<file path="config.mk">
export PLATFORM = sky130hd
export DESIGN_NAME = pacman_arena
export DESIGN_NICKNAME = d
export VERILOG_FILES = /design/src/rtl/pacman_arena.sv
export SDC_FILE = /design/constraint.sdc
export NUM_CORES = 1
export LEC_CHECK = 0
export ABC_AREA = 1
export BUFFER_PORTS_ARGS = -buffer_cell sky130_fd_sc_hd__buf_4
export CELL_PAD_IN_SITES_DETAIL_PLACEMENT = 0
export CELL_PAD_IN_SITES_GLOBAL_PLACEMENT = 1
export CORE_UTILIZATION = 37
export DETAILED_ROUTE_END_ITERATION = 12
export PLACE_DENSITY_LB_ADDON = 0.3
export SYNTH_ARGS = -nofsm -noshare
export SYNTH_HDL_FRONTEND = slang
export SYNTH_SLANG_ARGS = --single-unit
</file>
<file path="constraint.sdc">
create_clock -name clk -period 6.3 [get_ports clk]
set_clock_uncertainty 0.2 [all_clocks]
set_input_delay 0.315 -clock clk [delete_from_list [all_inputs] [get_ports clk]]
set_output_delay 0.315 -clock clk [all_outputs]
set_load 0.01 [all_outputs]
</file>
<file path="src/rtl/pacman_arena.sv">
// pacman_arena: Pac-Man game core on a WIDTH x HEIGHT grid with NUM_GHOSTS
// chasing ghosts, candy/score tracking, a lives counter and a game-state FSM.
//
// Ports:
//   clk, reset            clock, asynchronous active-low reset
//   start                 pulse: IDLE/WON/OVER -> PLAY (restarts the game)
//   move_valid, move[1:0] player move: 00 up, 01 down, 10 left, 11 right
//   pacman_x/_y           Pac-Man position
//   ghost_x/_y            packed ghost positions, ghost g at [g*XW +: XW]
//   walls, candies        cell maps, bit x*HEIGHT+y
//   score, lives          candies eaten, lives remaining
//   state, lost, won      0 IDLE, 1 PLAY, 2 HIT, 3 WON, 4 OVER
module pacman_arena #(
  parameter int WIDTH          = 8,
  parameter int HEIGHT         = 8,
  parameter int NUM_GHOSTS     = 2,
  parameter int LIVES          = 3,
  parameter int GHOST_PERIOD   = 4,
  parameter int RESPAWN_CYCLES = 8,
  localparam int XW = $clog2(WIDTH),
  localparam int YW = $clog2(HEIGHT),
  localparam int SW = $clog2(WIDTH*HEIGHT+1)
) (
  input  logic                     clk,
  input  logic                     reset,
  input  logic                     start,
  input  logic                     move_valid,
  input  logic [1:0]               move,
  output logic [XW-1:0]            pacman_x,
  output logic [YW-1:0]            pacman_y,
  output logic [NUM_GHOSTS*XW-1:0] ghost_x,
  output logic [NUM_GHOSTS*YW-1:0] ghost_y,
  output logic [WIDTH*HEIGHT-1:0]  walls,
  output logic [WIDTH*HEIGHT-1:0]  candies,
  output logic [SW-1:0]            score,
  output logic [3:0]               lives,
  output logic [2:0]               state,
  output logic                     lost,
  output logic                     won
);

  localparam int CELLS   = WIDTH * HEIGHT;
  localparam int CW      = $clog2(CELLS);
  localparam int MIN_DIM = (WIDTH < HEIGHT) ? WIDTH : HEIGHT;
  localparam int TW      = (GHOST_PERIOD > 1) ? $clog2(GHOST_PERIOD) : 1;
  localparam int RW      = (RESPAWN_CYCLES > 1) ? $clog2(RESPAWN_CYCLES) : 1;

  typedef enum logic [2:0] {
    S_IDLE = 3'd0,
    S_PLAY = 3'd1,
    S_HIT  = 3'd2,
    S_WON  = 3'd3,
    S_OVER = 3'd4
  } state_e;

  // Off-grid cells count as walls so movement only needs one test.
  function automatic logic is_wall(int x, int y);
    if (x < 0 || y < 0 || x >= WIDTH || y >= HEIGHT) return 1'b1;
    if (x == 0 || y == 0 || x == WIDTH-1 || y == HEIGHT-1) return 1'b1;
    return (x == y) && (x >= 2) && (x <= MIN_DIM-3);
  endfunction

  function automatic logic [CELLS-1:0] wall_map();
    logic [CELLS-1:0] m;
    m = '0;
    for (int x = 0; x < WIDTH; x++)
      for (int y = 0; y < HEIGHT; y++)
        m[x*HEIGHT+y] = is_wall(x, y);
    return m;
  endfunction

  function automatic logic [CELLS-1:0] candy_map();
    logic [CELLS-1:0] m;
    m = ~wall_map();
    m[HEIGHT+1] = 1'b0;  // Pac-Man's start cell (1,1)
    return m;
  endfunction

  localparam logic [CELLS-1:0] WALLS      = wall_map();
  localparam logic [CELLS-1:0] CANDY_INIT = candy_map();

  state_e          state_q;
  logic [XW-1:0]   pac_x_q, pac_x_d;
  logic [YW-1:0]   pac_y_q, pac_y_d;
  logic [XW-1:0]   gx_q [NUM_GHOSTS];
  logic [XW-1:0]   gx_d [NUM_GHOSTS];
  logic [YW-1:0]   gy_q [NUM_GHOSTS];
  logic [YW-1:0]   gy_d [NUM_GHOSTS];
  logic [CELLS-1:0] candies_q, candies_d;
  logic [SW-1:0]   score_q, score_d;
  logic [3:0]      lives_q;
  logic [TW-1:0]   tick_q;
  logic [RW-1:0]   hit_q;
  logic            ghost_step;
  logic            collide;
  logic            eat;
  logic [CW-1:0]   pac_idx;

  // NOTE: every always_comb output gets a default at the top so no path
  // leaves it unassigned, which would otherwise infer a latch.
  always_comb begin
    int tx, ty, gx, gy, dx, dy, sx, sy;
    tx = int'(pac_x_q);
    ty = int'(pac_y_q);
    gx = 0; gy = 0; dx = 0; dy = 0; sx = 0; sy = 0;
    pac_x_d = pac_x_q;
    pac_y_d = pac_y_q;
    if (state_q == S_PLAY && move_valid) begin
      case (move)
        2'b00:   ty = ty - 1;
        2'b01:   ty = ty + 1;
        2'b10:   tx = tx - 1;
        default: tx = tx + 1;
      endcase
      if (!is_wall(tx, ty)) begin
        pac_x_d = XW'(tx);
        pac_y_d = YW'(ty);
      end
    end

    // Ghosts chase the current Pac-Man position: x first, then y.
    ghost_step = (state_q == S_PLAY) && (tick_q == TW'(GHOST_PERIOD-1));
    collide    = 1'b0;
    for (int g = 0; g < NUM_GHOSTS; g++) begin
      gx_d[g] = gx_q[g];
      gy_d[g] = gy_q[g];
      if (ghost_step) begin
        gx = int'(gx_q[g]);
        gy = int'(gy_q[g]);
        dx = int'(pac_x_q) - gx;
        dy = int'(pac_y_q) - gy;
        sx = (dx > 0) ? 1 : -1;
        sy = (dy > 0) ? 1 : -1;
        if (dx != 0 && !is_wall(gx+sx, gy))      gx_d[g] = XW'(gx+sx);
        else if (dy != 0 && !is_wall(gx, gy+sy)) gy_d[g] = YW'(gy+sy);
      end
      // Same next cell, or Pac-Man and a ghost passing through each other.
      if (gx_d[g] == pac_x_d && gy_d[g] == pac_y_d) collide = 1'b1;
      if (gx_d[g] == pac_x_q && gy_d[g] == pac_y_q &&
          pac_x_d == gx_q[g] && pac_y_d == gy_q[g]) collide = 1'b1;
    end

    pac_idx   = CW'(int'(pac_x_d)*HEIGHT + int'(pac_y_d));
    eat       = (state_q == S_PLAY) && candies_q[pac_idx];
    candies_d = candies_q;
    score_d   = score_q;
    if (eat) begin
      candies_d[pac_idx] = 1'b0;
      if (score_q != '1) score_d = score_q + 1'b1;
    end
  end

  // NOTE: state uses non-blocking assignments so every register samples
  // pre-edge values regardless of statement order.
  // NOTE: the candy map is a flop vector, not a RAM, so it can and must be
  // loaded by reset; a game cannot start with an undefined board.
  always_ff @(posedge clk or negedge reset) begin
    if (!reset) begin
      state_q   <= S_IDLE;
      pac_x_q   <= XW'(1);
      pac_y_q   <= YW'(1);
      for (int g = 0; g < NUM_GHOSTS; g++) begin
        gx_q[g] <= XW'(WIDTH-2);
        gy_q[g] <= YW'(HEIGHT-2-g);
      end
      candies_q <= CANDY_INIT;
      score_q   <= '0;
      lives_q   <= 4'(LIVES);
      tick_q    <= '0;
      hit_q     <= '0;
    end else begin
      case (state_q)
        S_IDLE, S_WON, S_OVER: begin
          if (start) begin
            state_q   <= S_PLAY;
            pac_x_q   <= XW'(1);
            pac_y_q   <= YW'(1);
            for (int g = 0; g < NUM_GHOSTS; g++) begin
              gx_q[g] <= XW'(WIDTH-2);
              gy_q[g] <= YW'(HEIGHT-2-g);
            end
            candies_q <= CANDY_INIT;
            score_q   <= '0;
            lives_q   <= 4'(LIVES);
            tick_q    <= '0;
            hit_q     <= '0;
          end
        end
        S_PLAY: begin
          candies_q <= candies_d;
          score_q   <= score_d;
          tick_q    <= ghost_step ? '0 : tick_q + 1'b1;
          pac_x_q   <= pac_x_d;
          pac_y_q   <= pac_y_d;
          gx_q      <= gx_d;
          gy_q      <= gy_d;
          if (collide && lives_q == 4'd1) begin
            lives_q <= 4'd0;
            state_q <= S_OVER;
          end else if (candies_d == '0) begin
            state_q <= S_WON;
          end else if (collide) begin
            // Respawn overrides the positions just computed.
            lives_q <= lives_q - 4'd1;
            state_q <= S_HIT;
            hit_q   <= '0;
            pac_x_q <= XW'(1);
            pac_y_q <= YW'(1);
            for (int g = 0; g < NUM_GHOSTS; g++) begin
              gx_q[g] <= XW'(WIDTH-2);
              gy_q[g] <= YW'(HEIGHT-2-g);
            end
          end
        end
        S_HIT: begin
          if (hit_q == RW'(RESPAWN_CYCLES-1)) begin
            state_q <= S_PLAY;
            tick_q  <= '0;
          end else begin
            hit_q <= hit_q + 1'b1;
          end
        end
        default: state_q <= S_IDLE;
      endcase
    end
  end

  for (genvar g = 0; g < NUM_GHOSTS; g++) begin : g_ghost_out
    assign ghost_x[g*XW +: XW] = gx_q[g];
    assign ghost_y[g*YW +: YW] = gy_q[g];
  end

  assign pacman_x = pac_x_q;
  assign pacman_y = pac_y_q;
  assign walls    = WALLS;
  assign candies  = candies_q;
  assign score    = score_q;
  assign lives    = lives_q;
  assign state    = state_q;
  assign lost     = (state_q == S_OVER);
  assign won      = (state_q == S_WON);

endmodule

</file>
# Word level (Yosys, flattened, before mapping)

Cells that the tools add are included.

Input bits: 6
Word-level logic and storage cells: 319
Register bits: 101
Output and inout bits: 162

Equality and inequality tests: 48
Bitwise operators: 2
Reduce and logical (&&, ||, !) cells: 80
Multiplexer cells: 132
Magnitude comparators: 28
Add/sub/neg operators: 17

Operators by type and width:

| kind                                                                    | number |
|---|---|
| 32-bit by 4-bit equality test with 1-bit output (second input constant) | 6 |
| 32-bit by 5-bit >= comparator with 1-bit output (second input constant) | 6 |
| 32-bit logical NOT                                                      | 6 |
| 32-bit by 1-bit < comparator with 1-bit output (second input constant)  | 6 |
| 32-bit 2-to-1 mux                                                       | 6 |
| 4-bit by 32-bit adder with 32-bit output                                | 4 |
| 64-bit 2-to-1 mux                                                       | 2 |
| 32-bit case mux with 2 select lines                                     | 2 |
| 64-bit case mux with 2 select lines                                     | 1 |
| 32-bit nonzero test                                                     | 4 |
| 32-bit by 3-bit >= comparator with 1-bit output (second input constant) | 3 |
| 32-bit by 4-bit <= comparator with 1-bit output (second input constant) | 3 |
| 3-bit 2-to-1 mux                                                        | 30 |
| 64-bit AND                                                              | 1 |
| 32-bit by 4-bit equality test with 1-bit output                         | 2 |
| 4-bit by 32-bit equality test with 1-bit output                         | 2 |
| 64-bit logical NOT                                                      | 1 |
| 64-bit inverter                                                         | 1 |
| 1-bit 2-to-1 mux                                                        | 62 |
| 6-bit 2-to-1 mux                                                        | 8 |
| 3-bit equality test                                                     | 12 |
| 32-bit equality test                                                    | 1 |
| 1-bit logical AND                                                       | 27 |
| 6-bit case mux with 2 select lines                                      | 2 |
| 47 further kinds                                                        | 109 |

# Depth between registers and ports, before layout

Depth in word-level cells: 41
Depth in mapped cells: 42
Mapped depth without buffers: 41

# Worst setup path after synthesis

No wires, ideal clock.

Kind: register to register
From: register pac_y_q[0], in the netlist pacman_y[0]
To: register hit_q[0]
Period minus slack after synthesis: 6.205 ns
Path slack: 0.095 ns
Arrival time: 5.940 ns
Data required time: 6.035 ns
Setup time: 0.065 ns
Cell stages (with the launch flop): 32
Path buffers: 1
Path through: dfstp_2 buf_2 inv_1 ha_1 inv_1 fa_1 o31ai_1 ha_1 inv_1 nand2_1 nor2_1 o21ai_0 ha_1 nand2_1 a31oi_1 o311ai_0 a211oi_1 nand3_1 o21ai_0 xor2_1 nand3_1 nor4_1 nand3_1 nand3_1 nand2_1 inv_1 nand2_1 nand2_1 inv_1 nand2_1 nand2_1 nand2_1

Cells in the longest elaborated chain, start to end: 31
Elaborated cells between the ends (all ways): 136
Those cells by class: add/sub: 7; order compare: 10; eq/ne: 19; mux: 56; bitwise: 2; reduce/logical: 42

RTL lines:

| what                                                                                              | RTL line | text |
|---|---|---|
| start, declared                                                                                   | 84       | `logic [YW-1:0] pac_y_q, pac_y_d;` |
| start signal, assigned                                                                            | 194      | `pac_y_q <= pac_y_d;` |
| parallel branches: the longest is 30 deep, another holds 4-bit by 32-bit adder with 32-bit output | -        |  |
| 6-bit AND reduction (no line) (*)                                                                 | -        |  |
| end signal, assigned                                                                              | 220      | `hit_q <= hit_q + 1'b1;` |
| end, declared                                                                                     | 93       | `logic [RW-1:0] hit_q;` |

Every way passes the cells marked *. The select of a mux whose other input is x is not followed.
A chain may end at the register's enable or synchronous reset.

# Final worst setup path

From: register pac_y_q[0], in the netlist pacman_y[0]
To: register hit_q[1]

The elaborated chain is that of the path after synthesis.

==> results.yml <==
power_and_ir_drop:
  max-vdd-ir-drop_uv: 250
  fin_total_pwr_uw: 6730
  power_density_nw_per_um2: 566
  p_leak_uw: 0.00627
  comb_power_share_pct: 76.0
  power_frac_seq_pct: 14.8
  p_int_uw: 2900
  sw_frac_of_total_pct: 56.9
  clkPwrFrac_pct: 9.2
  p_switching_uw: 3830
global_routing:
  track_usage_pct: 23.6
  grt_max_degree: 68
  antenna_found_initial: 0
  grt_pass1_wl_mm: 52.4
  grt_pass1_vias: 9638
  overflow: 0
floorplan:
  num_rows: 60
  die_x_um: 168
  pin_count: 168
  core_um2: 27000
  die_area_um2: 28200
  chipHeight_um: 168
  initial_core_util_pct: 37.8
cts:
  cts_buffer_depth: 2
  cts_sinks: 101
  cts_made_buffers: 9
  h-tree-depth: 3
  clock_latency_ns: 0.37
  cts-root-buf: "clkbuf_16"
  clk_pin_slew_worst_paths_ns: 0.08
  cts_tree: "done"
placed_design:
  gp_congestion: 0.874
  dpl_cell_area_um2: 11400
  port_buffers: 103
  dp_hpwl_mm: 24.4
  place_ws_ns: 0.0716
synth:
  yosysMostFrequentCell: "nand2_1"
  yosys_warnings: 0
  ys_top_cells_by_area: "dfrtp_1, nand2_1, dfstp_2"
  synth_area_um2: 10200
  synth-edff-count: 0
  async_flop_share_pct: 100
  synth_area_leader_cell: "dfrtp_1"
  synth.distinct_cells: 54
  syn_inst: 1538
  synth-main-ff-cell: "dfrtp_1"
  yosys-top-cells-count: "nand2_1, inv_1, nand3_1"
  syn_avg_cell_area_um2: 6.62
  synth_top_area_share_pct: 14.3
  ys_seq_area_share_pct: 25.4
  ys_ff_latch: 101
job:
  drv_cap: 0
setup_path:
  cp_slowest_cell: "dfstp_2"
  cp_max_fo: 11
  rrSetupSlack_ns: 0.57
  max_stage_delay_ns: 0.54
  cpMostUsedCell: "nand2_1"
  cp.required_ns: 6.41
  crit_path_start_kind: "flop"
  arrival_ns: 5.84
  criticalPathCategory: "reg -> reg"
  cp-end-kind: "flop"
timing:
  fin_crit_ns: 5.73
  tightestPinTransition_ns: 0.845
  final-hold-violation-count: 0
  slew_headroom_pct: 43.7
  drv_slew: 0
  post-route-period-util_pct: 91.0
  setup_violations: 0
  fmax_mhz: 175
  tns_ns: 0
  fin_ws_ns: 0.570
detailed_routing:
  drt_wl_total_mm: 33.1
  vias: 10162
  route.detailed.drc: 0
  drtPass1Iterations: 5
  ant_nets: 0
  post_drt_wl_per_cell_um: 16.5
  drt_iter0_markers: 654
  via_per_inst: 5.05
final_layout:
  syn2layout_area_growth_pct: 16.8
  postLayoutCellArea_um2: 11900
  nets: 1759
  drive_gt1_share_pct: 16.9
  diodes: 0
outcome:
  status: "complete, no violations"
min_path:
  worstHoldPathType: "in -> reg"
==> through the flow <==
step | hold slack [ns] | utilization (%) | cells
6_report | 0.154 | 44.1 | 2014
3_3_place_gp | 0.174 | 42.2 | 1988
2_1_floorplan | -0.181 | - | 1600
5_1_grt | 0.242 | 44.1 | 2014
3_5_place_dp | 0.167 | 42.2 | 1988
4_1_cts | 0.154 | 43.4 | 2005
==> repair_timing <==
item,in CTS,in global routing
endpoints found under the hold margin,26,0
endpoints found under the setup margin,0,28
hold buffers,1,0
buffers inserted,0,9
gates resized for setup,0,33
==> cell type report <==
| type | instances | area (um2) |
|---|---|---|
| Clock buffer | 9 | 225 |
| Sequential cell | 101 | 2580 |
| Fill cell | 2871 | 15100 |
| Inverter | 201 | 759 |
| Tap cell | 341 | 427 |
| Timing Repair Buffer | 167 | 1310 |
| Clock inverter | 7 | 92.6 |
| Multi-Input combinational cell | 1188 | 6490 |
==> logic make-up after synthesis <==
family / count (synthesis) / synth area share, %
fa+ha+maj: 85 / 11.0
simple gates: 765 / 32.6
buf+inv: 311 / 14.4
compound gates: 229 / 12.6
mux: 2 / 0.197
xor+xnor: 43 / 3.70
other cells: 2 / 0.0738
flops: 101 / 25.4
==> power groups by stage <==
stage / logic (uW) / clock network, uW / registers [uW]
final: 5120 / 616 / 1000
after floorplan: 3450 / 0 / 1010
after global placement: 4910 / 0 / 1010
after detailed placement: 4920 / 0 / 1010
after global routing: 5730 / 654 / 1020
after CTS: 4950 / 626 / 999
==> layout by cell type (no fill, tap or decap), types with 10 or more instances in the layout <==
master     n
dfstp_2   43
nand2_1  372
o21ai_0   79
nand3_1  154
xor2_1    37
ha_1      77
nor3_1    21
nor3_2    10
a21oi_1   84
dfrtp_1   57
o21ai_1   19
inv_1    187
nand4_1   18
a22oi_1   10
nor2_1   148
conb_1    64
buf_4    161
==> registers in the layout, indices dropped and copies added (netlist names) <==
signal,count
state,3
pacman_y,3
tick_q,2
candies,64
hit_q,3
ghost_y,6
score,7
ghost_x,6
pacman_x,3
lives,4
==> path summary, 6_finish.rpt <==
kind	depth (start not counted)	start	end
hold / removal	5	start	state[0]
setup reg to reg	37	pacman_y[0]	hit_q[1]
max in group asynchronous	3	reset	pacman_y[1]
setup / recovery	37	pacman_y[0]	hit_q[1]
min in group asynchronous	2	reset	state[2]
hold reg to reg	1	tick_q[0]	tick_q[0]
==> layer usage <==
| layer | vias to the layer above | part of all wire (%) | GRT usage [%] |
|---|---|---|---|
| met5 | - | 0 | 0 |
| met4 | 0 | 2.0 | 6.62 |
| met3 | 32 | 4.4 | 2.66 |
| met2 | 265 | 47 | 39.2 |
| met1 | 4752 | 47 | 32.2 |
| li1 | 5113 | - | - |
==> critical path, delay by kind of cell (launching register included) <==
kind | cells | cell delay [ns]
xor gates and xnor gates | 1 | 0.20
adders and majority gates | 4 | 1.04
and+or+nand+nor | 24 | 2.73
AOI/OAI and AO/OA | 2 | 0.26
DFF | 1 | 0.54
buffers and inverters | 6 | 0.68
Power figures use the tool's default switching activity.
